--- config.mk ---
export PLATFORM = sky130hd
export DESIGN_NAME = imem_arbiter_flat
export DESIGN_NICKNAME = d
export VERILOG_FILES = /design/src/rtl/imem_arb_pkg.sv /design/src/rtl/imem_arbiter_if.sv /design/src/rtl/imem_arbiter_rr_arb2.sv /design/src/rtl/imem_arbiter.sv /design/src/flat_wrapper.sv
export SDC_FILE = /design/constraint.sdc
export NUM_CORES = 1
export LEC_CHECK = 0
export BUFFER_PORTS_ARGS = -buffer_cell sky130_fd_sc_hd__buf_2
export CAP_MARGIN = 10
export CORE_MARGIN = 2
export CORE_UTILIZATION = 44
export CTS_CLUSTER_SIZE = 12
export DETAILED_ROUTE_END_ITERATION = 8
export PLACE_DENSITY = 0.85
export SYNTH_ARGS = -nofsm -noshare
export SYNTH_HDL_FRONTEND = slang
export SYNTH_HIERARCHICAL = 1
export SYNTH_SLANG_ARGS = --single-unit
export TNS_END_PERCENT = 30
--- constraint.sdc ---
create_clock -name clk -period 1.8 [get_ports clk]
set_input_delay 0 -clock clk [delete_from_list [all_inputs] [get_ports clk]]
set_output_delay 0 -clock clk [all_outputs]
set_load 0.02 [all_outputs]
--- src/rtl/imem_arb_pkg.sv ---
// Shared types and constants for the instruction-memory arbiter.
package imem_arb_pkg;

  typedef enum logic [1:0] {
    IDLE,
    FETCH,
    BURST
  } state_t;

  typedef enum logic {
    OWN_F,
    OWN_D
  } owner_t;

  localparam int unsigned MAX_BURST = 8;

endpackage

--- src/rtl/imem_arbiter_if.sv ---
// Fetch, debug and ROM-side signals of the instruction-memory arbiter.
// slave: the arbiter. master: the requesters plus the ROM.
interface imem_arbiter_if #(
  parameter int unsigned N = 32,
  parameter int unsigned A = 6
);

  logic         f_req;
  logic [A-1:0] f_addr;
  logic         f_gnt;
  logic         f_rvalid;
  logic [N-1:0] f_rdata;

  logic         d_req;
  logic [A-1:0] d_addr;
  logic [2:0]   d_len;
  logic         d_gnt;
  logic         d_rvalid;
  logic [N-1:0] d_rdata;
  logic         d_last;

  logic [A-1:0] mem_addr;
  logic [N-1:0] mem_q;

  modport slave (
    input  f_req, f_addr, d_req, d_addr, d_len, mem_q,
    output f_gnt, f_rvalid, f_rdata, d_gnt, d_rvalid, d_rdata, d_last, mem_addr
  );

  modport master (
    output f_req, f_addr, d_req, d_addr, d_len, mem_q,
    input  f_gnt, f_rvalid, f_rdata, d_gnt, d_rvalid, d_rdata, d_last, mem_addr
  );

endinterface

--- src/rtl/imem_arbiter_rr_arb2.sv ---
// Two-requester round-robin pick: req[0] is fetch, req[1] is debug.
module rr_arb2
  import imem_arb_pkg::*;
(
  input  logic [1:0] req,
  input  owner_t     last_owner,
  output logic [1:0] gnt
);

  // On a tie the port that did not own the ROM last wins.
  always_comb begin
    gnt = '0;
    case (req)
      2'b01:   gnt = 2'b01;
      2'b10:   gnt = 2'b10;
      2'b11:   gnt = (last_owner == OWN_D) ? 2'b01 : 2'b10;
      default: gnt = '0;
    endcase
  end

endmodule

--- src/rtl/imem_arbiter.sv ---
// Shares the single-port instruction ROM between fetch (single words) and
// debug (1-8 word wrapping bursts). Read data is registered one cycle later.
module imem_arbiter
  import imem_arb_pkg::*;
#(
  parameter int unsigned N = 32,
  parameter int unsigned A = 6
) (
  input  logic           clk,
  input  logic           reset,
  imem_arbiter_if.slave  bus
);

  state_t       state, state_nxt;
  owner_t       last_owner, last_owner_nxt;
  logic [A-1:0] beat_addr, beat_addr_nxt;
  logic [2:0]   beats_left, beats_left_nxt;
  logic [1:0]   pick;
  logic         f_acc, d_acc, last_beat;

  rr_arb2 u_rr (
    .req        ({bus.d_req, bus.f_req}),
    .last_owner (last_owner),
    .gnt        (pick)
  );

  // State, ownership and burst bookkeeping registers.
  always_ff @(posedge clk or negedge reset) begin
    if (!reset) begin
      state      <= IDLE;
      last_owner <= OWN_D;
      beat_addr  <= '0;
      beats_left <= '0;
    end else begin
      state      <= state_nxt;
      last_owner <= last_owner_nxt;
      beat_addr  <= beat_addr_nxt;
      beats_left <= beats_left_nxt;
    end
  end

  // Next-state, grants and ROM address.
  // beat_addr is loaded with d_addr+1 at grant, so it always points at the
  // next beat to issue; beats_left counts beats still to issue after the
  // current one, making beats_left==1 in BURST the final beat.
  always_comb begin
    state_nxt      = state;
    last_owner_nxt = last_owner;
    beat_addr_nxt  = beat_addr;
    beats_left_nxt = beats_left;
    bus.f_gnt      = 1'b0;
    bus.d_gnt      = 1'b0;
    bus.mem_addr   = '0;
    f_acc          = 1'b0;
    d_acc          = 1'b0;
    last_beat      = 1'b0;
    case (state)
      BURST: begin
        d_acc          = 1'b1;
        bus.mem_addr   = beat_addr;
        beat_addr_nxt  = A'(beat_addr + 1'b1);
        beats_left_nxt = 3'(beats_left - 3'd1);
        if (beats_left == 3'd1) begin
          last_beat = 1'b1;
          state_nxt = IDLE;
        end
      end
      default: begin
        if (pick[0]) begin
          bus.f_gnt      = 1'b1;
          f_acc          = 1'b1;
          bus.mem_addr   = bus.f_addr;
          state_nxt      = FETCH;
          last_owner_nxt = OWN_F;
        end else if (pick[1]) begin
          bus.d_gnt      = 1'b1;
          d_acc          = 1'b1;
          bus.mem_addr   = bus.d_addr;
          beat_addr_nxt  = A'(bus.d_addr + 1'b1);
          beats_left_nxt = bus.d_len;
          last_owner_nxt = OWN_D;
          if (bus.d_len == 3'd0) begin
            last_beat = 1'b1;
            state_nxt = IDLE;
          end else begin
            state_nxt = BURST;
          end
        end else begin
          state_nxt = IDLE;
        end
      end
    endcase
  end

  // Capture ROM data into the owning port and pulse its valid.
  always_ff @(posedge clk or negedge reset) begin
    if (!reset) begin
      bus.f_rvalid <= 1'b0;
      bus.f_rdata  <= '0;
      bus.d_rvalid <= 1'b0;
      bus.d_rdata  <= '0;
      bus.d_last   <= 1'b0;
    end else begin
      bus.f_rvalid <= f_acc;
      bus.d_rvalid <= d_acc;
      bus.d_last   <= d_acc & last_beat;
      if (f_acc) bus.f_rdata <= bus.mem_q;
      if (d_acc) bus.d_rdata <= bus.mem_q;
    end
  end

endmodule

--- src/flat_wrapper.sv ---
// flat-port wrapper written by rule: the top's interface ports become plain ports
module imem_arbiter_flat import imem_arb_pkg::*;
#(
  parameter int unsigned N = 32,
  parameter int unsigned A = 6
)
  (clk, reset, bus_f_req, bus_f_addr, bus_d_req, bus_d_addr, bus_d_len, bus_mem_q, bus_f_gnt, bus_f_rvalid, bus_f_rdata, bus_d_gnt, bus_d_rvalid, bus_d_rdata, bus_d_last, bus_mem_addr);
  imem_arbiter_if #(.N(N), .A(A)) bus_i ();
  input  logic clk;
  input  logic reset;
  input wire logic [$bits(bus_i.f_req)-1:0] bus_f_req;
  input wire logic [$bits(bus_i.f_addr)-1:0] bus_f_addr;
  input wire logic [$bits(bus_i.d_req)-1:0] bus_d_req;
  input wire logic [$bits(bus_i.d_addr)-1:0] bus_d_addr;
  input wire logic [$bits(bus_i.d_len)-1:0] bus_d_len;
  input wire logic [$bits(bus_i.mem_q)-1:0] bus_mem_q;
  output wire logic [$bits(bus_i.f_gnt)-1:0] bus_f_gnt;
  output wire logic [$bits(bus_i.f_rvalid)-1:0] bus_f_rvalid;
  output wire logic [$bits(bus_i.f_rdata)-1:0] bus_f_rdata;
  output wire logic [$bits(bus_i.d_gnt)-1:0] bus_d_gnt;
  output wire logic [$bits(bus_i.d_rvalid)-1:0] bus_d_rvalid;
  output wire logic [$bits(bus_i.d_rdata)-1:0] bus_d_rdata;
  output wire logic [$bits(bus_i.d_last)-1:0] bus_d_last;
  output wire logic [$bits(bus_i.mem_addr)-1:0] bus_mem_addr;
  assign bus_i.f_req = bus_f_req;
  assign bus_i.f_addr = bus_f_addr;
  assign bus_i.d_req = bus_d_req;
  assign bus_i.d_addr = bus_d_addr;
  assign bus_i.d_len = bus_d_len;
  assign bus_i.mem_q = bus_mem_q;
  assign bus_f_gnt = bus_i.f_gnt;
  assign bus_f_rvalid = bus_i.f_rvalid;
  assign bus_f_rdata = bus_i.f_rdata;
  assign bus_d_gnt = bus_i.d_gnt;
  assign bus_d_rvalid = bus_i.d_rvalid;
  assign bus_d_rdata = bus_i.d_rdata;
  assign bus_d_last = bus_i.d_last;
  assign bus_mem_addr = bus_i.mem_addr;
  imem_arbiter #(.N(N), .A(A)) u_core (.clk(clk), .reset(reset), .bus(bus_i));
endmodule
==> summary.md <==
| Metric | Value |
|---|---|
| Status | `complete, but fails checks` |
| Failing checks | `setup timing` |
| Final-report setup violation count | `1` |
| R2r setup slk | `roughly 0.060 ns` |
| WP data arrival | `1.80 ns` |
| Antenna violations before repair | `1` |
| Syn Inst Count | `roughly 320` |
| Worst-Margin Slew | `between 0.4 and 0.5 ns` |
| Port buffer count | `around 130` |
| Synth Flop Type | `dfrtp_1` |
| RD Place Congestion | `0.917` |
| Cts bufs inserted | `9` |
| Ant diodes | `0` |
| R2R depth | `8` |
| Sequential cell area fraction in the yosys report | `58.4%` |
| Critical R2R Capture | `u_core/bus.f_rdata[28]$_DFFE_PN0P_` |
| Ports | `126` |
| Drt pass-1 iters | `4` |
| Yosys cell types | `42` |
| Avg Synthesized Cell Area | `10.6 sq um` |
| P per Cell Area | `1840 nW/um^2` |
| Final setup TNS | `-0.000722 ns` |
| Post-synth EDFFs | `0` |
| DRC | `0` |
| Fin Clk Skew | `between 0.01 and 0.015 ns` |
| Total gr overflow | `0` |
| Die area | `8420 sq um` |
| Relative slew slack | `71.9%` |
| Critical path class | `flip-flop to output port` |
| Post-synth top area share | `roughly 58%` |
| Hold WC Path Type | `primary input to flip-flop` |
| Root Buffer | `clkbuf_8` |
| First-pass GRT wire length | `approximately 15000 um` |
| Worst vdd ir | `~1000 uV` |
| Vias per Instance | `5.00` |
| Vias in the first global route | `3205` |
| Clk buf depth | `2` |
| Leading post-synthesis cells by cell area | `dfrtp_1 (58%), nand2_1 (12%), mux2_2 (11%)` |
| Nets@finish | `556` |
| TritonCTS clock tree | `done` |
| Tot GR Track Use | `between 20 and 25%` |
| RSZ-0062 raised after global routing | `yes` |
| Total of max-cap violations | `0` |
| Synthesized net count | `roughly 380` |
| Post-DRT Antenna Nets | `0` |
| Final Hold Violating Endpoints | `0` |
| Share of cells above drive strength 1 | `a little over two fifths` |
| Async SR Flop Fraction | `100%` |
| Starting density of the core | `between 40% and 50%` |
| Final Cycle Share | `100%` |
| Post-DR wirelength/cell | `~16 um` |
| Die Span X | `91.7 um` |
| Yosys reg bits | `79` |
| Pint | `0.00506 W` |
| Leak Pwr | `about 2.6 nW` |
| Worst hold start | `bus_d_addr[0]` |
| Minimum clock period | `1.80 ns` |
| Max Freq | `555 MHz` |
| Largest net degree at the start of global routing | `40` |
| Row cnt | `31` |
| Reg clk slew, reported paths | `0.08 ns` |
| Gate power share | `a little over half` |
| Switching part of the total | `between 40% and 50%` |
| Crit end category | `output port` |
| Setup slack after layout | `-0.000722 ns` |
| Critical path launch point type | `flip-flop` |
| Non-Filler Instances | `between 600 and 700` |
| Util after Layout | `66.5%` |
| Mapped cell area | `3390 sq um` |
| H-tree Lvls | `3` |
| Hold path cells | `4` |
| Drt total wl | `9650 um` |
| WP data required | `about 1.8 ns` |
| Psw | `0.00397 W` |
| YS warnings | `6` |
| Detailed Route Iter0 Violations | `131` |
| Clock power frac | `13.1%` |
| Yosys top cell by area | `dfrtp_1` |
| # clock sinks | `between 70 and 80` |
| Power share of the sequential group | `34.9%` |
| Core Area | `7370 sq um` |
| Clock latency at the later pin of the worst-skew pair | `0.35 ns` |
| Max FO, Critical Path | `5` |
| Area Overhead vs Synth | `44.7%` |
| Origin of the critical flop-to-flop path | `u_core/last_owner$_DFFE_PN1P_` |
| Detailed-route via count | `slightly above 3000` |
| DP Wirelength | `~6200 um` |
| Die Y | `91.7 um` |
| Hold endpoint | `u_core/beat_addr[0]$_DFFE_PN0P_` |
| Placed cells | `546` |
| Slew Limit Fails | `0` |
cell usage after synthesis, drive strengths merged (2+ instances only):
cell type	number
a211oi	2
a21boi	2
a21oi	8
a221oi	3
a22oi	4
and3	4
buf	14
clkbuf	2
dfrtp	78
ha	3
inv	10
mux2	33
mux2i	2
nand2	113
nand2b	2
nor2	13
nor2b	2
o211ai	2
o21ai	11
worst max path at each step:
| stage | from | slack (ns) | to | cells after the start |
|---|---|---|---|---|
| floorplan | u_core/state[0]$_DFFE_PN0P_ | 0.01 | u_core/beat_addr[4]$_DFFE_PN0P_ | 9 |
| global placement | u_core/state[0]$_DFFE_PN0P_ | 0.04 | u_core/beats_left[2]$_DFFE_PN0P_ | 6 |
| detailed placement | u_core/last_owner$_DFFE_PN1P_ | -0.06 | u_core/beats_left[2]$_DFFE_PN0P_ | 6 |
| CTS | u_core/last_owner$_DFFE_PN1P_ | -0.01 | bus_mem_addr[4] | 6 |
| global route | u_core/last_owner$_DFFE_PN1P_ | -0.08 | bus_mem_addr[4] | 7 |
| finish | u_core/last_owner$_DFFE_PN1P_ | -0.0007 | bus_mem_addr[4] | 7 |
worst max-delay path, cell delays in order (launching register included):
cell and delay (ns):
dfstp_2 0.55, inv_2 0.05, a21boi_4 0.20, nor2b_4 0.07, buf_4 0.16, a221oi_2 0.22, nor2_1 0.06, buf_2 0.16
timing repair:
item	CTS	global route
gates resized for setup	11	11
endpoints found under the hold margin	125	0
gates cloned	0	2
setup endpoints to repair	10	18
pin swaps	3	5
buffers inserted	3	3
hold buffers	37	0
cell type report:
type | instances | area, sq um
multi-input cells | 216 | 1340
clock buffers | 11 | 141
fillers | 573 | 2470
clock inverters | 4 | 30.0
flip-flops and latches | 79 | 1980
inverters | 10 | 40.0
repair buffers | 186 | 1250
well taps | 99 | 124
power groups by stage:
stage                     registers, W  logic [W]  clock network [W]
after floorplan                0.00405    0.00188                  0
after global placement         0.00310    0.00417                  0
final                          0.00315    0.00470            0.00118
after detailed placement       0.00316    0.00428                  0
after CTS                      0.00313    0.00442            0.00120
after global routing           0.00326    0.00506            0.00126
placed cells by master, fill, tap and decap left out, drive strengths merged:
master and instances:
clkinvlp 1, o221ai 1, o32ai 1, xor2 1
ha 3, a22oi 4, and3 4, o21ai 11
o22ai 1, nand3 1, clkinv 2, o21a 1
a211oi 2, a22o 1, and2b 1, buf 147
inv 11, a221oi 3, a21boi 2, nand2 113
nor3 1, o211a 1, clkbuf 13, o211ai 2
nor2b 2, a31oi 1, dlygate4sd3 37, mux2i 2
nand3b 1, a21oi 8, nor2 13, mux2 33
nand2b 2, dfrtp 78, dfstp 1
flip-flops by register name (all words and copies together), names as in the netlist:
name and flops:
u_core/bus.d_last 1, u_core/state 2, u_core/last_owner 1, u_core/bus.d_rdata 32, u_core/bus.f_rvalid 1, u_core/bus.f_rdata 32, u_core/bus.d_rvalid 1, u_core/beats_left 3
u_core/beat_addr 6
layer usage:
| metal | wire (um) | track usage, % |
|---|---|---|
| met1 | 3760 | 25.9 |
| met2 | 5060 | 40.3 |
| met3 | 608 | 5.51 |
| met4 | 218 | 9.95 |
| met5 | 0 | 0 |
logic make-up after synthesis:
logic type	Yosys count	synth area share, %
AND/OR/NAND/NOR	138	16.6
flip-flops	79	58.4
AO/OA/AOI/OAI	39	7.61
buffers and inverters	26	4.06
adder cells (fa/ha/maj)	3	1.11
XOR/XNOR	1	0.259
multiplexers	35	11.9
stage by stage:
step | hold slack, ns | total power (W) | worst slack [ns] | area [sq um]
floorplan | -0.296 | 0.00593 | 0.0124 | 3390
global placement | -0.0490 | 0.00727 | 0.0409 | 4180
detailed placement | -0.0450 | 0.00744 | -0.0648 | 4180
CTS | 0.0164 | 0.00875 | -0.0127 | 4780
global route | 0.0390 | 0.00958 | -0.0847 | 4900
finish | 0.0294 | 0.00903 | -0.000722 | 4900
Note: power is estimated with default switching activity, not from simulation.
